`config.mk`:
```
export PLATFORM = sky130hd
export DESIGN_NAME = dawg_domain_sequencer_flat
export DESIGN_NICKNAME = d
export VERILOG_FILES = /design/src/rtl/dawg_domain_sequencer_if.sv /design/src/rtl/dawg_domain_sequencer.sv /design/src/flat_wrapper.sv
export SDC_FILE = /design/constraint.sdc
export NUM_CORES = 1
export LEC_CHECK = 0
export CORE_MARGIN = 4
export CORE_UTILIZATION = 52
export CTS_BUF_LIST = sky130_fd_sc_hd__clkbuf_16
export CTS_CLUSTER_SIZE = 12
export DETAILED_ROUTE_END_ITERATION = 12
export PLACE_DENSITY_LB_ADDON = 0.2
export SYNTH_ARGS = -nofsm -noshare
export SYNTH_HDL_FRONTEND = slang
export SYNTH_SLANG_ARGS = --single-unit
```
`constraint.sdc`:
```
create_clock -name clk -period 3.35 [get_ports clk]
set_input_delay 0.335 -clock clk [delete_from_list [all_inputs] [get_ports clk]]
set_output_delay 0.335 -clock clk [all_outputs]
set_load 0.01 [all_outputs]
```
`src/rtl/dawg_domain_sequencer_if.sv`:
```
// Request/response bundle between the domain sequencer and its neighbours:
// partition-table config port, OS switch port, user lookup port, and the
// downstream cacheline control signals.
// slave  = sequencer side, master = driver/consumer side.
interface dawg_domain_sequencer_if #(
  parameter int NUM_WAYS   = 8,
  parameter int ADDR_WIDTH = 8,
  parameter int DOM_W      = 2
);
  logic                  cfg_we;
  logic [DOM_W-1:0]      cfg_dom;
  logic [NUM_WAYS-1:0]   cfg_hitmap;
  logic                  cfg_err;
  logic                  sw_valid;
  logic [DOM_W-1:0]      sw_dom;
  logic                  sw_ready;
  logic                  req_valid;
  logic [ADDR_WIDTH-1:0] req_addr;
  logic                  req_ready;
  logic                  rsp_valid;
  logic                  rsp_hit;
  logic [DOM_W-1:0]      cur_dom;
  logic                  os_req;
  logic [NUM_WAYS-1:0]   hitmap;
  logic                  user_req;
  logic [ADDR_WIDTH-1:0] addr;
  logic                  hit;

  modport slave (
    input  cfg_we, cfg_dom, cfg_hitmap, sw_valid, sw_dom, req_valid, req_addr, hit,
    output cfg_err, sw_ready, req_ready, rsp_valid, rsp_hit, cur_dom,
           os_req, hitmap, user_req, addr
  );

  modport master (
    output cfg_we, cfg_dom, cfg_hitmap, sw_valid, sw_dom, req_valid, req_addr, hit,
    input  cfg_err, sw_ready, req_ready, rsp_valid, rsp_hit, cur_dom,
           os_req, hitmap, user_req, addr
  );
endinterface

```
`src/rtl/dawg_domain_sequencer.sv`:
```
// DAWG domain sequencer: owns the per-domain way-partition table, programs the
// cacheline's active hitmap on OS context switches, and serialises one user
// lookup at a time into the cacheline.
//
// Optional build macro: DAWG_SAME_DOMAIN_SKIP_EN
//   defined   - a switch to the already-active domain is absorbed in IDLE
//               without an os_req pulse.
//   undefined - every accepted switch pulses os_req and reloads the entry.
//
// State  | meaning
// -------+-----------------------------------------------------------------
// INIT   | first cycle after reset release: load table[0] into the cacheline
// IDLE   | accept a context switch (priority) or a user lookup
// SWITCH | os_req pulse, cacheline loads the new hitmap
// LOOKUP | user_req pulse with the latched address
// WAIT   | cacheline returns hit; registered into rsp_hit / rsp_valid
module dawg_domain_sequencer #(
  parameter int NUM_WAYS    = 8,
  parameter int ADDR_WIDTH  = 8,
  parameter int NUM_DOMAINS = 4,
  parameter int DOM_W       = 2
) (
  input logic                    clk,
  input logic                    reset,
  dawg_domain_sequencer_if.slave bus
);

  localparam int K = NUM_WAYS / NUM_DOMAINS;

  typedef enum logic [2:0] {INIT, IDLE, SWITCH, LOOKUP, WAIT} state_t;

  state_t                state;
  state_t                state_n;
  // Low during the reset-release cycle so INIT is only visible once the
  // block is actually running; keeps all outputs at 0 while in reset.
  logic                  run;

  logic [NUM_WAYS-1:0]   tbl [NUM_DOMAINS];
  logic [NUM_WAYS-1:0]   hitmap_q;
  logic [DOM_W-1:0]      cur_dom_q;
  logic [ADDR_WIDTH-1:0] addr_q;
  logic                  rsp_valid_q;
  logic                  rsp_hit_q;
  logic                  cfg_err_q;

  logic                  cfg_ok;
  logic                  sw_load;
  logic                  req_acc;
  logic                  sw_ready_c;
  logic                  req_ready_c;
  logic                  os_req_c;
  logic                  user_req_c;

  // Default partition: domain d owns K contiguous ways starting at d*K.
  function automatic logic [NUM_WAYS-1:0] part_mask(input int d);
    logic [NUM_WAYS-1:0] m;
    m = '0;
    for (int i = 0; i < NUM_WAYS; i++) begin
      if ((i / K) == d) m[i] = 1'b1;
    end
    return m;
  endfunction

  // A table write is legal only if non-zero and disjoint from every other
  // domain's entry; the target's own old entry may be overlapped freely.
  always_comb begin
    cfg_ok = (bus.cfg_hitmap != '0);
    for (int j = 0; j < NUM_DOMAINS; j++) begin
      if ((DOM_W'(j) != bus.cfg_dom) && ((tbl[j] & bus.cfg_hitmap) != '0))
        cfg_ok = 1'b0;
    end
  end

  // Next-state and handshake/strobe decode.
  always_comb begin
    state_n     = state;
    sw_load     = 1'b0;
    req_acc     = 1'b0;
    sw_ready_c  = 1'b0;
    req_ready_c = 1'b0;
    os_req_c    = 1'b0;
    user_req_c  = 1'b0;
    case (state)
      INIT: begin
        os_req_c = run;
        if (run) state_n = IDLE;
      end
      IDLE: begin
        sw_ready_c  = 1'b1;
        req_ready_c = !bus.sw_valid;
        if (bus.sw_valid) begin
`ifdef DAWG_SAME_DOMAIN_SKIP_EN
          sw_load = (bus.sw_dom != cur_dom_q);
`else
          sw_load = 1'b1;
`endif
          if (sw_load) state_n = SWITCH;
        end else if (bus.req_valid) begin
          req_acc = 1'b1;
          state_n = LOOKUP;
        end
      end
      SWITCH: begin
        os_req_c = 1'b1;
        state_n  = IDLE;
      end
      LOOKUP: begin
        user_req_c = 1'b1;
        state_n    = WAIT;
      end
      WAIT: begin
        state_n = IDLE;
      end
      default: state_n = INIT;
    endcase
  end

  // State register and run flag.
  always_ff @(posedge clk) begin
    if (!reset) begin
      state <= INIT;
      run   <= 1'b0;
    end else begin
      state <= state_n;
      run   <= 1'b1;
    end
  end

  // Active hitmap, current domain, latched lookup address and response.
  always_ff @(posedge clk) begin
    if (!reset) begin
      hitmap_q    <= '0;
      cur_dom_q   <= '0;
      addr_q      <= '0;
      rsp_valid_q <= 1'b0;
      rsp_hit_q   <= 1'b0;
    end else begin
      rsp_valid_q <= (state == WAIT);
      if (state == WAIT) rsp_hit_q <= bus.hit;
      if ((state == INIT) && !run) begin
        hitmap_q  <= tbl[0];
        cur_dom_q <= '0;
      end
      if (sw_load) begin
        hitmap_q  <= tbl[bus.sw_dom];
        cur_dom_q <= bus.sw_dom;
      end
      if (req_acc) addr_q <= bus.req_addr;
    end
  end

  // Partition table; writes never touch the active hitmap directly.
  always_ff @(posedge clk) begin
    if (!reset) begin
      for (int d = 0; d < NUM_DOMAINS; d++) tbl[d] <= part_mask(d);
      cfg_err_q <= 1'b0;
    end else begin
      cfg_err_q <= bus.cfg_we && !cfg_ok;
      if (bus.cfg_we && cfg_ok) tbl[bus.cfg_dom] <= bus.cfg_hitmap;
    end
  end

  assign bus.cfg_err   = cfg_err_q;
  assign bus.sw_ready  = sw_ready_c;
  assign bus.req_ready = req_ready_c;
  assign bus.rsp_valid = rsp_valid_q;
  assign bus.rsp_hit   = rsp_hit_q;
  assign bus.cur_dom   = cur_dom_q;
  assign bus.os_req    = os_req_c;
  assign bus.hitmap    = hitmap_q;
  assign bus.user_req  = user_req_c;
  assign bus.addr      = addr_q;

endmodule

```
`src/flat_wrapper.sv`:
```
// flat-port wrapper written by rule: the top's interface ports become plain ports
module dawg_domain_sequencer_flat 
#(
  parameter int NUM_WAYS    = 8,
  parameter int ADDR_WIDTH  = 8,
  parameter int NUM_DOMAINS = 4,
  parameter int DOM_W       = 2
)
  (clk, reset, bus_cfg_we, bus_cfg_dom, bus_cfg_hitmap, bus_sw_valid, bus_sw_dom, bus_req_valid, bus_req_addr, bus_hit, bus_cfg_err, bus_sw_ready, bus_req_ready, bus_rsp_valid, bus_rsp_hit, bus_cur_dom, bus_os_req, bus_hitmap, bus_user_req, bus_addr);
  dawg_domain_sequencer_if #(.NUM_WAYS(NUM_WAYS), .ADDR_WIDTH(ADDR_WIDTH), .DOM_W(DOM_W)) bus_i ();
  input logic clk;
  input logic reset;
  input wire logic [$bits(bus_i.cfg_we)-1:0] bus_cfg_we;
  input wire logic [$bits(bus_i.cfg_dom)-1:0] bus_cfg_dom;
  input wire logic [$bits(bus_i.cfg_hitmap)-1:0] bus_cfg_hitmap;
  input wire logic [$bits(bus_i.sw_valid)-1:0] bus_sw_valid;
  input wire logic [$bits(bus_i.sw_dom)-1:0] bus_sw_dom;
  input wire logic [$bits(bus_i.req_valid)-1:0] bus_req_valid;
  input wire logic [$bits(bus_i.req_addr)-1:0] bus_req_addr;
  input wire logic [$bits(bus_i.hit)-1:0] bus_hit;
  output wire logic [$bits(bus_i.cfg_err)-1:0] bus_cfg_err;
  output wire logic [$bits(bus_i.sw_ready)-1:0] bus_sw_ready;
  output wire logic [$bits(bus_i.req_ready)-1:0] bus_req_ready;
  output wire logic [$bits(bus_i.rsp_valid)-1:0] bus_rsp_valid;
  output wire logic [$bits(bus_i.rsp_hit)-1:0] bus_rsp_hit;
  output wire logic [$bits(bus_i.cur_dom)-1:0] bus_cur_dom;
  output wire logic [$bits(bus_i.os_req)-1:0] bus_os_req;
  output wire logic [$bits(bus_i.hitmap)-1:0] bus_hitmap;
  output wire logic [$bits(bus_i.user_req)-1:0] bus_user_req;
  output wire logic [$bits(bus_i.addr)-1:0] bus_addr;
  assign bus_i.cfg_we = bus_cfg_we;
  assign bus_i.cfg_dom = bus_cfg_dom;
  assign bus_i.cfg_hitmap = bus_cfg_hitmap;
  assign bus_i.sw_valid = bus_sw_valid;
  assign bus_i.sw_dom = bus_sw_dom;
  assign bus_i.req_valid = bus_req_valid;
  assign bus_i.req_addr = bus_req_addr;
  assign bus_i.hit = bus_hit;
  assign bus_cfg_err = bus_i.cfg_err;
  assign bus_sw_ready = bus_i.sw_ready;
  assign bus_req_ready = bus_i.req_ready;
  assign bus_rsp_valid = bus_i.rsp_valid;
  assign bus_rsp_hit = bus_i.rsp_hit;
  assign bus_cur_dom = bus_i.cur_dom;
  assign bus_os_req = bus_i.os_req;
  assign bus_hitmap = bus_i.hitmap;
  assign bus_user_req = bus_i.user_req;
  assign bus_addr = bus_i.addr;
  dawg_domain_sequencer #(.NUM_WAYS(NUM_WAYS), .ADDR_WIDTH(ADDR_WIDTH), .NUM_DOMAINS(NUM_DOMAINS), .DOM_W(DOM_W)) u_core (.clk(clk), .reset(reset), .bus(bus_i));
endmodule
```
== Word level (Yosys, flattened, before mapping) ==
Memories as Yosys holds them, arrays and structs flattened.
Index checks and enable logic that the tools add are counted.
Word-level totals
  word-level logic and storage cells: 73
  RAM bits: 32
  bits in registers: 25
  memories: 1
  bits of input ports: 26
  output and inout port bits: 25
Operators by class
  multiplexer cells: 30
  bitwise operators: 4
  eq/ne operators: 9
  reduce and logical (&&, ||, !) cells: 21
Memories
  u_core.tbl: depth 4, width 8, read ports 5, clocked after memory_dff 0, write ports 4, RTL line dawg_domain_sequencer.sv:38  | logic [NUM_WAYS-1:0] tbl [NUM_DOMAINS];
Operators by type and width (number)
  nonzero test 8 bit: 5
  AND 8 bit: 4
  two-way mux 8 bit: 3
  two-way mux 1 bit: 19
  case mux 3 bit (4 select lines): 1
  two-way mux 3 bit: 3
  OR reduction 8 bit: 1
  logical AND 1 bit: 7
  equality test 3 x 2 -> 1 bit (second input constant): 2
  two-way mux 2 bit: 3
  != test 2 bit (first input constant): 2
  nonzero test 2 bit: 2
  equality test 3 x 1 -> 1 bit (second input constant): 1
  equality test 3 bit (second input constant): 1
  logical NOT 1 bit: 3
  logical NOT 3 bit: 1
  != test 3 bit (second input constant): 1
  != test 1 x 2 -> 1 bit (first input constant): 1
  != test 2 x 1 -> 1 bit (second input constant): 1
  case mux 1 bit (2 select lines): 1
  AND reduction 2 bit: 1
  OR reduction 2 bit: 1

== Logic depth before layout (Yosys ltp) ==
  depth in word-level cells: 13
  gate-level depth with buffers: 6
  mapped depth without buffers: 4

== Least setup slack after synthesis ==
OpenSTA, ideal clock, no wires.
  path kind: reg-to-reg
  start point: memory u_core.tbl[2][2]
  end point: memory u_core.tbl[0][0] (enable)
  setup time: 398 ps
  path slack: 758 ps
  arrival time: 2194 ps
  buffers on the path: 0
  required time: 2952 ps
  stages on the path, launching flop included: 5
  cells stage by stage: edfxtp_1 a22o_1 o41ai_4 nand3_4 o41ai_1
RTL lines (RTL line)
  from (decl): dawg_domain_sequencer.sv:38

==> out/summary.txt <==
FP Rows: 26
final cycle utilization of the critical path: 84.6%
Starting Density: 54.4%
Max Root-Sink Buffers: 2
Clk Latency, worst-skew pair: 0.32 ns
# DRC: 0
GRT Resource Usage Total: 24.4%
GPL Wtd Cong: 0.949
Yosys reg bits: 57
vias in the first global route: 2158
Worst Skew: 0.00440 ns
Critical Path AT: 2.77 ns
CTS tree: built
post-route setup TNS: 0 ns
Post-synth EDFFs: 32
IR drop worst, VDD: 0.373 mV
critical path startpoint: bus_cfg_hitmap[3]
synth unique cells: 45
root buffer cell: clkbuf_16
Mean Syn Cell Area: 11.2 µm²
RR Startpoint: u_core.tbl[2][6]
proportion of layout cells with a drive suffix above 1: 13.3%
Synth area leader: edfxtp_1
CTS Buf Count: 9
final hold vios: 0
Least-Margin Pin Slew: 1.11 ns
total grt overflow: 0
status: finished clean
RSZ-0062 raised after global routing: false
synthesized net count: 278
Pre-antenna DRT Iters: 4
Worst Setup Slack, final: 0.515 ns
commonest non-fill, non-tap cell in the layout: clkdlybuf4s50_1
WS Path Type: in -> reg
power per standard cell area: 519 nW/µm²
Area Overhead vs Synth: 30.7%
Fillers: 379
Non-Filler Instances: 379
Hold WC Path Type: reg -> reg
share of the synthesized area in the top cell type: 34.0%
Critical Path RT: 3.28 ns
max_cap viols: 0
Final min period: 2.84 ns
Cell Area, Synth: 2830 µm²
number of diodes: 0
# clock sinks: 57
grt met3 use: 5.04%
H-tree depth: 3
post-placement setup slack: 0.234 ns
ys async rst share: 0%
core box area: 5200 µm²
final setup vio count: 0
initial antenna violation count: 0
Die Y: 81.8 µm
Final Max Tran Viols: 0
final cell utilization of the core: 71.1%
per-cell routed wire length: 19.9 µm
Ports: 51
top post-synthesis cells by area: edfxtp_1 34%, dfxtp_1 18%, mux4_2 6.4%
Post-Syn Instances: 252
GR peak layer: met2
global-route wire length before repair: 11900 µm
pin count of the biggest net entering global routing: 28
number of port buffers: 50
Worst setup EP type: register
post-CTS setup buffer count: 0
beginning of the worst hold path: u_core.bus.addr[3]
dpl cells: 363
Synthesis Warnings: 0
clock-pin slew on the worst setup and hold paths: 0.05 ns
via/cell ratio: 6.17
Hold Buf Count CTS: 0
Post-Route WL: 7550 µm
critical path startpoint category: input pin
initial drt markers: 280
die area: 6690 µm²
LEAKAGE: 1.26 nW
top_reg_cell synth: edfxtp_1
post-DP HPWL: 5340 µm
Die W: 81.8 µm
global-route met1 utilization: 33.7%
Via Count: 2338
grt met2 use: 37.3%
CTS resizes: 0
share of the yosys chip area belonging to registers: 51.6%
most frequent cells in the layout: 50 x clkdlybuf4s50_1, 32 x edfxtp_1, 25 x dfxtp_1
CP max FO: 8
FMAX: 0.353 GHz
Final ANT Viol Nets: 0
Slew headroom: 25.3%
Nets: 330
==> metal layers <==
metal	wire, µm	share of wire (%)
met2	3470	46
met3	764	10
met4	186	2.5
met5	0	0
met1	3130	41
==> flip-flops by register name, indices dropped and copies added (netlist names) <==
signal                count
u_core.bus.rsp_hit        1
u_core.bus.addr           8
u_core.tbl               32
u_core.bus.cfg_err        1
u_core.bus.rsp_valid      1
u_core.bus.hitmap         8
u_core.bus.cur_dom        2
u_core.run                1
u_core.state              3
==> synthesized netlist by cell type (all sizes together) (2+ instances only) <==
| library cell | number |
|---|---|
| mux2i | 9 |
| nand2 | 17 |
| nand3b | 2 |
| nor4 | 17 |
| mux4 | 8 |
| nor3 | 9 |
| a22oi | 8 |
| clkbuf | 7 |
| a22o | 8 |
| edfxtp | 32 |
| nand2b | 8 |
| or4 | 4 |
| a211oi | 8 |
| o21ai | 3 |
| buf | 12 |
| o31ai | 2 |
| nor2 | 15 |
| or2b | 2 |
| or3 | 10 |
| a21oi | 11 |
| dfxtp | 25 |
| inv | 7 |
| o41ai | 3 |
| nand3 | 12 |
==> area by class of cell <==
cell class / instances / area [µm²] / share of cell area (%)
clock inverter: 5 / 26.3 / 0.710
sequential: 57 / 1460 / 39.5
multi-input combinational: 168 / 1240 / 33.6
timing repair buffer: 60 / 576 / 15.6
inverter: 8 / 30.0 / 0.812
tap: 70 / 87.6 / 2.37
clock buffer: 11 / 275 / 7.44
==> critical path, cell delays in order <==
cell and delay, ns:
clkdlybuf4s50_1 0.61, a22o_1 0.36, o41ai_4 0.42, nand3_4 0.10, o31ai_1 0.93
==> per-stage QoR <==
step	power, W	hold slack (ns)	cell area, µm²
final	0.00192	0.452	3700
after global placement	0.00103	0.441	3400
after detailed placement	0.00104	0.447	3400
after floorplan	0.000924	0.363	2830
after CTS	0.00193	0.453	3700
after global routing	0.00198	0.466	3700
==> power breakdown <==
group          internal, W  switching (W)  total (W)
logic             0.000119       0.000120   0.000239
registers         0.000766      0.0000224   0.000788
clock network     0.000583       0.000312   0.000895
==> logic make-up (layout without fill, tap and decap cells) <==
family | Yosys count | after routing | share of synthesized area, %
compound gates | 48 | 48 | 13.7
buf+inv | 27 | 84 | 4.64
flops | 57 | 57 | 51.6
mux | 17 | 17 | 9.55
simple gates | 103 | 103 | 20.5
==> final timing paths <==
path                                           end  slack [ns]  cells past startpoint
worst max-delay path              u_core.tbl[2][5]        0.51                      5
worst max register to register    u_core.tbl[2][5]        0.78                      4
worst min register to register  u_core.bus.addr[3]        0.45                      2
worst min-delay path            u_core.bus.addr[3]        0.45                      2
Note: power is estimated with default switching activity, not from simulation.
